==> config.mk <==
export PLATFORM = sky130hd
export DESIGN_NAME = egress_queue
export DESIGN_NICKNAME = d
export VERILOG_FILES = /design/src/rtl/egress_queue.sv
export SDC_FILE = /design/constraint.sdc
export NUM_CORES = 1
export LEC_CHECK = 0
export ABC_AREA = 0
export CAP_MARGIN = 20
export CELL_PAD_IN_SITES_DETAIL_PLACEMENT = 1
export CELL_PAD_IN_SITES_GLOBAL_PLACEMENT = 2
export CORE_MARGIN = 1.5
export CORE_UTILIZATION = 34
export DETAILED_ROUTE_END_ITERATION = 6
export PLACE_DENSITY_LB_ADDON = 0.12
export SYNTH_ARGS = -nofsm -noshare
export SYNTH_HDL_FRONTEND = slang
export SYNTH_SLANG_ARGS = --single-unit
export TNS_END_PERCENT = 20
==> constraint.sdc <==
create_clock -name clk_i -period 1.65 [get_ports clk_i]
set_input_delay 0.33 -clock clk_i [delete_from_list [all_inputs] [get_ports clk_i]]
set_output_delay 0.33 -clock clk_i [all_outputs]
set_load 0.02 [all_outputs]
==> src/rtl/egress_queue.sv <==
// egress_queue
//   Takes words from the switch side's internal write bus and queues each one
//   in one of four independent per-device FIFOs. Each FIFO is drained to its
//   device over a valid/ack handshake. Per-lane full status goes back to the
//   side for flow control. A sticky flag records any word dropped because
//   its lane was full.
//
// Ports
//   clk_i                 clock, rising edge
//   rst_i                 asynchronous reset, active low
//   int_wen_i[3:0]        per-lane write enable (multi-hot broadcasts)
//   int_dat_i[DW-1:0]     shared write data
//   full_o[3:0]           lane occupancy >= DEPTH-SLACK
//   validrx_k             lane k holds at least one word
//   dat_o_k[DW-1:0]       head word of lane k (0 when empty)
//   ackrx_k               device k takes the head word
//   ovf_o[3:0]            sticky per-lane overflow flag
//   cnt_o[4*CW-1:0]       per-lane occupancy, lane k at [k*CW +: CW]
module egress_queue #(
  parameter int DW    = 4,
  parameter int DEPTH = 2,
  parameter int SLACK = 0
) (
  input  logic                           clk_i,
  input  logic                           rst_i,
  input  logic [3:0]                     int_wen_i,
  input  logic [DW-1:0]                  int_dat_i,
  output logic [3:0]                     full_o,
  output logic                           validrx_0,
  output logic                           validrx_1,
  output logic                           validrx_2,
  output logic                           validrx_3,
  output logic [DW-1:0]                  dat_o_0,
  output logic [DW-1:0]                  dat_o_1,
  output logic [DW-1:0]                  dat_o_2,
  output logic [DW-1:0]                  dat_o_3,
  input  logic                           ackrx_0,
  input  logic                           ackrx_1,
  input  logic                           ackrx_2,
  input  logic                           ackrx_3,
  output logic [3:0]                     ovf_o,
  output logic [4*$clog2(DEPTH+1)-1:0]   cnt_o
);

  localparam int CW = $clog2(DEPTH + 1);
  // Pointers need at least one bit even for a single-entry lane.
  localparam int PW = (DEPTH > 1) ? $clog2(DEPTH) : 1;

  logic [3:0]      ack_s;
  logic [3:0]      valid_s;
  logic [4*DW-1:0] head_s;

  assign ack_s = {ackrx_3, ackrx_2, ackrx_1, ackrx_0};

  assign validrx_0 = valid_s[0];
  assign validrx_1 = valid_s[1];
  assign validrx_2 = valid_s[2];
  assign validrx_3 = valid_s[3];
  assign dat_o_0   = head_s[0*DW +: DW];
  assign dat_o_1   = head_s[1*DW +: DW];
  assign dat_o_2   = head_s[2*DW +: DW];
  assign dat_o_3   = head_s[3*DW +: DW];

  // Circular pointer advance, wrapping after the last entry.
  function automatic logic [PW-1:0] ptr_inc(input logic [PW-1:0] p);
    if (p == PW'(DEPTH - 1)) begin
      ptr_inc = {PW{1'b0}};
    end else begin
      ptr_inc = p + PW'(1);
    end
  endfunction

  genvar k;
  for (k = 0; k < 4; k++) begin : g_lane
    logic [DW-1:0] mem_r [DEPTH];
    logic [PW-1:0] wr_ptr_r;
    logic [PW-1:0] rd_ptr_r;
    logic [CW-1:0] cnt_r;
    logic          ovf_r;
    logic          push_s;
    logic          pop_s;
    logic          wr_en_s;

    // Handshake decode. A push into a full lane is accepted only when the
    // same edge frees a slot; the freed slot is the one being written, and
    // the popped word is read out before it is overwritten.
    always_comb begin
      push_s  = int_wen_i[k];
      pop_s   = (cnt_r != {CW{1'b0}}) & ack_s[k];
      wr_en_s = push_s & ((cnt_r != CW'(DEPTH)) | pop_s);
    end

    // Lane storage, pointers, occupancy and sticky overflow.
    always_ff @(posedge clk_i or negedge rst_i) begin
      if (!rst_i) begin
        for (int i = 0; i < DEPTH; i++) begin
          mem_r[i] <= {DW{1'b0}};
        end
        wr_ptr_r <= {PW{1'b0}};
        rd_ptr_r <= {PW{1'b0}};
        cnt_r    <= {CW{1'b0}};
        ovf_r    <= 1'b0;
      end else begin
        if (wr_en_s) begin
          mem_r[wr_ptr_r] <= int_dat_i;
          wr_ptr_r        <= ptr_inc(wr_ptr_r);
        end
        if (pop_s) begin
          rd_ptr_r <= ptr_inc(rd_ptr_r);
        end
        if (wr_en_s & ~pop_s) begin
          cnt_r <= cnt_r + CW'(1);
        end else if (pop_s & ~push_s) begin
          cnt_r <= cnt_r - CW'(1);
        end
        if (push_s & ~wr_en_s) begin
          ovf_r <= 1'b1;
        end
      end
    end

    assign valid_s[k]            = (cnt_r != {CW{1'b0}});
    assign head_s[k*DW +: DW]    = (cnt_r != {CW{1'b0}}) ? mem_r[rd_ptr_r] : {DW{1'b0}};
    assign full_o[k]             = (cnt_r >= CW'(DEPTH - SLACK));
    assign ovf_o[k]              = ovf_r;
    assign cnt_o[k*CW +: CW]     = cnt_r;
  end

endmodule
==> results of run 1 <==
[per-stage QoR]
step / hold slack [ps] / area [µm²]
after floorplan: 34.4 / 2610
after global placement: 291 / 3390
after detailed placement: 287 / 3390
after CTS: 470 / 3490
after global routing: 481 / 3440
final: 463 / 3440
[power breakdown]
part	total, mW	internal (mW)	switching (mW)	leakage, nW
Sequential	2.36	1.88	0.476	0.602
Clock	0.758	0.336	0.422	0.0510
Combinational	3.39	1.66	1.73	0.956
Total	6.50	3.88	2.62	1.61
[flip-flops by register name (all words and copies together) (netlist names)]
name / count
g_lane.mem_r: 32
g_lane.cnt_r: 8
g_lane.ovf_r: 4
g_lane.rd_ptr_r: 4
g_lane.wr_ptr_r: 4
[cell usage in the layout, fill, tap and decap left out, types with 2 or more instances in the layout]
cell type        instances
a21o_1                   3
buf_12                   2
buf_2                   14
dlygate4sd2_1           15
mux2i_1                 19
mux2_4                  12
nor3_4                   4
clkbuf_8                 6
mux2_2                  20
o21ai_0                  9
nor2_4                   5
inv_1                   12
nand3_1                  3
nor3_1                   3
xnor2_1                  4
nand2b_1                 9
a21oi_1                  9
nor2b_1                  3
clkbuf_2                 3
buf_4                   30
nor3b_4                  4
a22oi_1                  3
dfrtp_1                 48
nor2_1                  20
clkinv_2                 2
clkdlybuf4s50_1         15
nand2_1                  8
dfrtp_2                  4
[worst min-delay path by stage]
stage / from / to / slack [ps] / cells past startpoint
after global placement: rst_i / g_lane[3].cnt_r[0] / 290 / 1
after floorplan: rst_i / g_lane[0].cnt_r[0] / 30 / 0
after CTS: g_lane[3].ovf_r / g_lane[3].ovf_r / 470 / 1
final: g_lane[0].ovf_r / g_lane[0].ovf_r / 460 / 1
after global routing: g_lane[3].ovf_r / g_lane[3].ovf_r / 480 / 1
after detailed placement: rst_i / g_lane[3].rd_ptr_r / 290 / 1
[Yosys cell counts, drive strengths merged (6+ instances only)]
master,n
a21oi,9
buf,6
clkbuf,7
dfrtp,52
inv,12
mux2,32
mux2i,19
nand2,8
nand2b,9
nor2,26
nor3,7
o21ai,9
[metal layers]
layer  vias up  GRT usage (%)
li1        891              -
met1       928           19.5
met2        27           23.5
met3         6           2.95
met4         0           3.57
met5         -              0
[worst max-delay path, cell delays in order (launching register included)]
cell	delay, ps
dfrtp_2	460
buf_4	150
mux2i_1	160
nor2_1	50
buf_2	150
[cells by family after synthesis]
family | after synthesis
AOI/OAI and AO/OA | 26
buffers and inverters | 26
and+or+nand+nor | 61
DFF | 52
xor gates and xnor gates | 5
muxes | 51
[cell type report]
cell class                 count  area (µm²)
fill                         819        3890
sequential                    52        1310
multi-input combinational    143        1210
timing repair buffer          82         664
tap                           99         124
clock buffer                   6        82.6
inverter                      12        45.0
clock inverter                 2        10.0
[repair_timing]
| action | 4_1_cts | 5_1_grt |
|---|---|---|
| cloned | 0 | 0 |
| gates resized for setup | 75 | 16 |
| hold endpoints to repair | 13 | 0 |
| setup endpoints to repair | 32 | 17 |
| pin swaps | 0 | 1 |
| hold buffers | 1 | 0 |
| setup buffers | 2 | 0 |
==> run metrics, run 1 <==
CP Capture Type=output port; layout cell share with drive strength beyond 1=36.4%; clock slew at reported path FFs=90 ps; core area=0.00733 mm²; Detailed Route WL=5.59 mm; Final Hold Vio Count=0; H-tree levels=2; Detail Route met2 WL=2.69 mm; largest fanout on the critical path=5; setup TNS=0 ps; IO Pins=50; number of placed cells counting well taps=385; Final WS setup=32.7 ps; Final setup viols=0; main combinational cell family by area after synthesis=multiplexers; # port buffers=49; R2R setup slack=120 ps; synth top area cells=dfrtp_1, mux2_2, mux2i_1, mux2_4, nor2_1; syn_area_per_cell=11.8 µm²; Worst slew margin=72.3%; Setup Crit Path Kind=flip-flop to output port; max layer used=met4; top cell type's share of synthesized area=49.9%; CTS Sinks=52; Post-Syn Nets=235; final std cells w/o fill=396; Critical Path Sink=dat_o_1[0]; n_diodes=0; #FFs+latches synth=52; initial antenna violation count=0; Avg WL per Cell=14.1 µm; Clock Path Buffers=2; path type of the worst min-delay path=flip-flop to flip-flop; fmax=618 MHz; Final GP Congestion=0.683; worst vdd ir=0.000626 V; Synth cell types=27; CTS tree=built; Arr. time, crit path=1290 ps; vias per cell=4.68; Post-Syn Area=0.00261 mm²; first-pass GRT wire length=9.54 mm; Final HPWL DP=4.20 mm; Async SR Flop Fraction=100%; TritonRoute pass-1 iters=4; drc violations=0; ys flop type=dfrtp_1; Synth Area in Compound Gates=5.80%; total power=6.50 mW; cell taking the most area after synthesis=dfrtp_1; Clock Skews=2.98 ps; status=finished, final reports clean; wire length on met3=195 µm; CTS buffer count=5; r2r endpoint=g_lane[0].mem_r[0]; CP Launch Type=flip-flop; fraction of synthesized area in multiplexers=22.8%; grt total ovfl=0; worst skew pair latency=300 ps; Initial Util=35.6%; Setup WS pre-CTS=-106 ps; Syn. warnings=0; Worst Path Required=1320 ps; Seq/Total Area, Yosys=49.9%; vias in the first global route=1943; die width=90.6 µm; P per Cell Area=1890 mW/mm²; simple-gate area share of the yosys netlist=15.0%; Layout area overhead=32.0%; Post-Synth XOR/XNOR Area=1.68%; clock root buffer=clkbuf_8; Layout Nets=310; Via Count=1852; Cell Rows=31; Leakage Power=1.61 nW; max_cap viols=0; Post-synth EDFFs=0; GRT Util Overall=14.4%; 1st-iter DRT viols=68; adder-cell area share of the yosys netlist=0%; remaining antenna violation count=0; Slew Viols, Final=0; DRT met1 WL=2.65 mm; Worst-Margin Slew=415 ps; worst setup path start=g_lane[1].rd_ptr_r; Syn Inst Count=221; crit share post-route=98.0%; shortest period the worst path allows=1620 ps; RSZ-0062 raised after global routing=yes; reg2reg start=g_lane[0].cnt_r[1]; final core utilization=47.0%; die area=0.00821 mm²; largest net degree at the start of global routing=21; die span in y=90.6 µm; Reg2Reg Depth=4
Power figures use the tool's default switching activity.
==> inputs of run 2 (changes only) <==
Settings changed: HOLD_SLACK_MARGIN set to 0.12.
==> results of run 2 <==
Same layout as run 1: the final DEF is identical, and so are final timing and power.
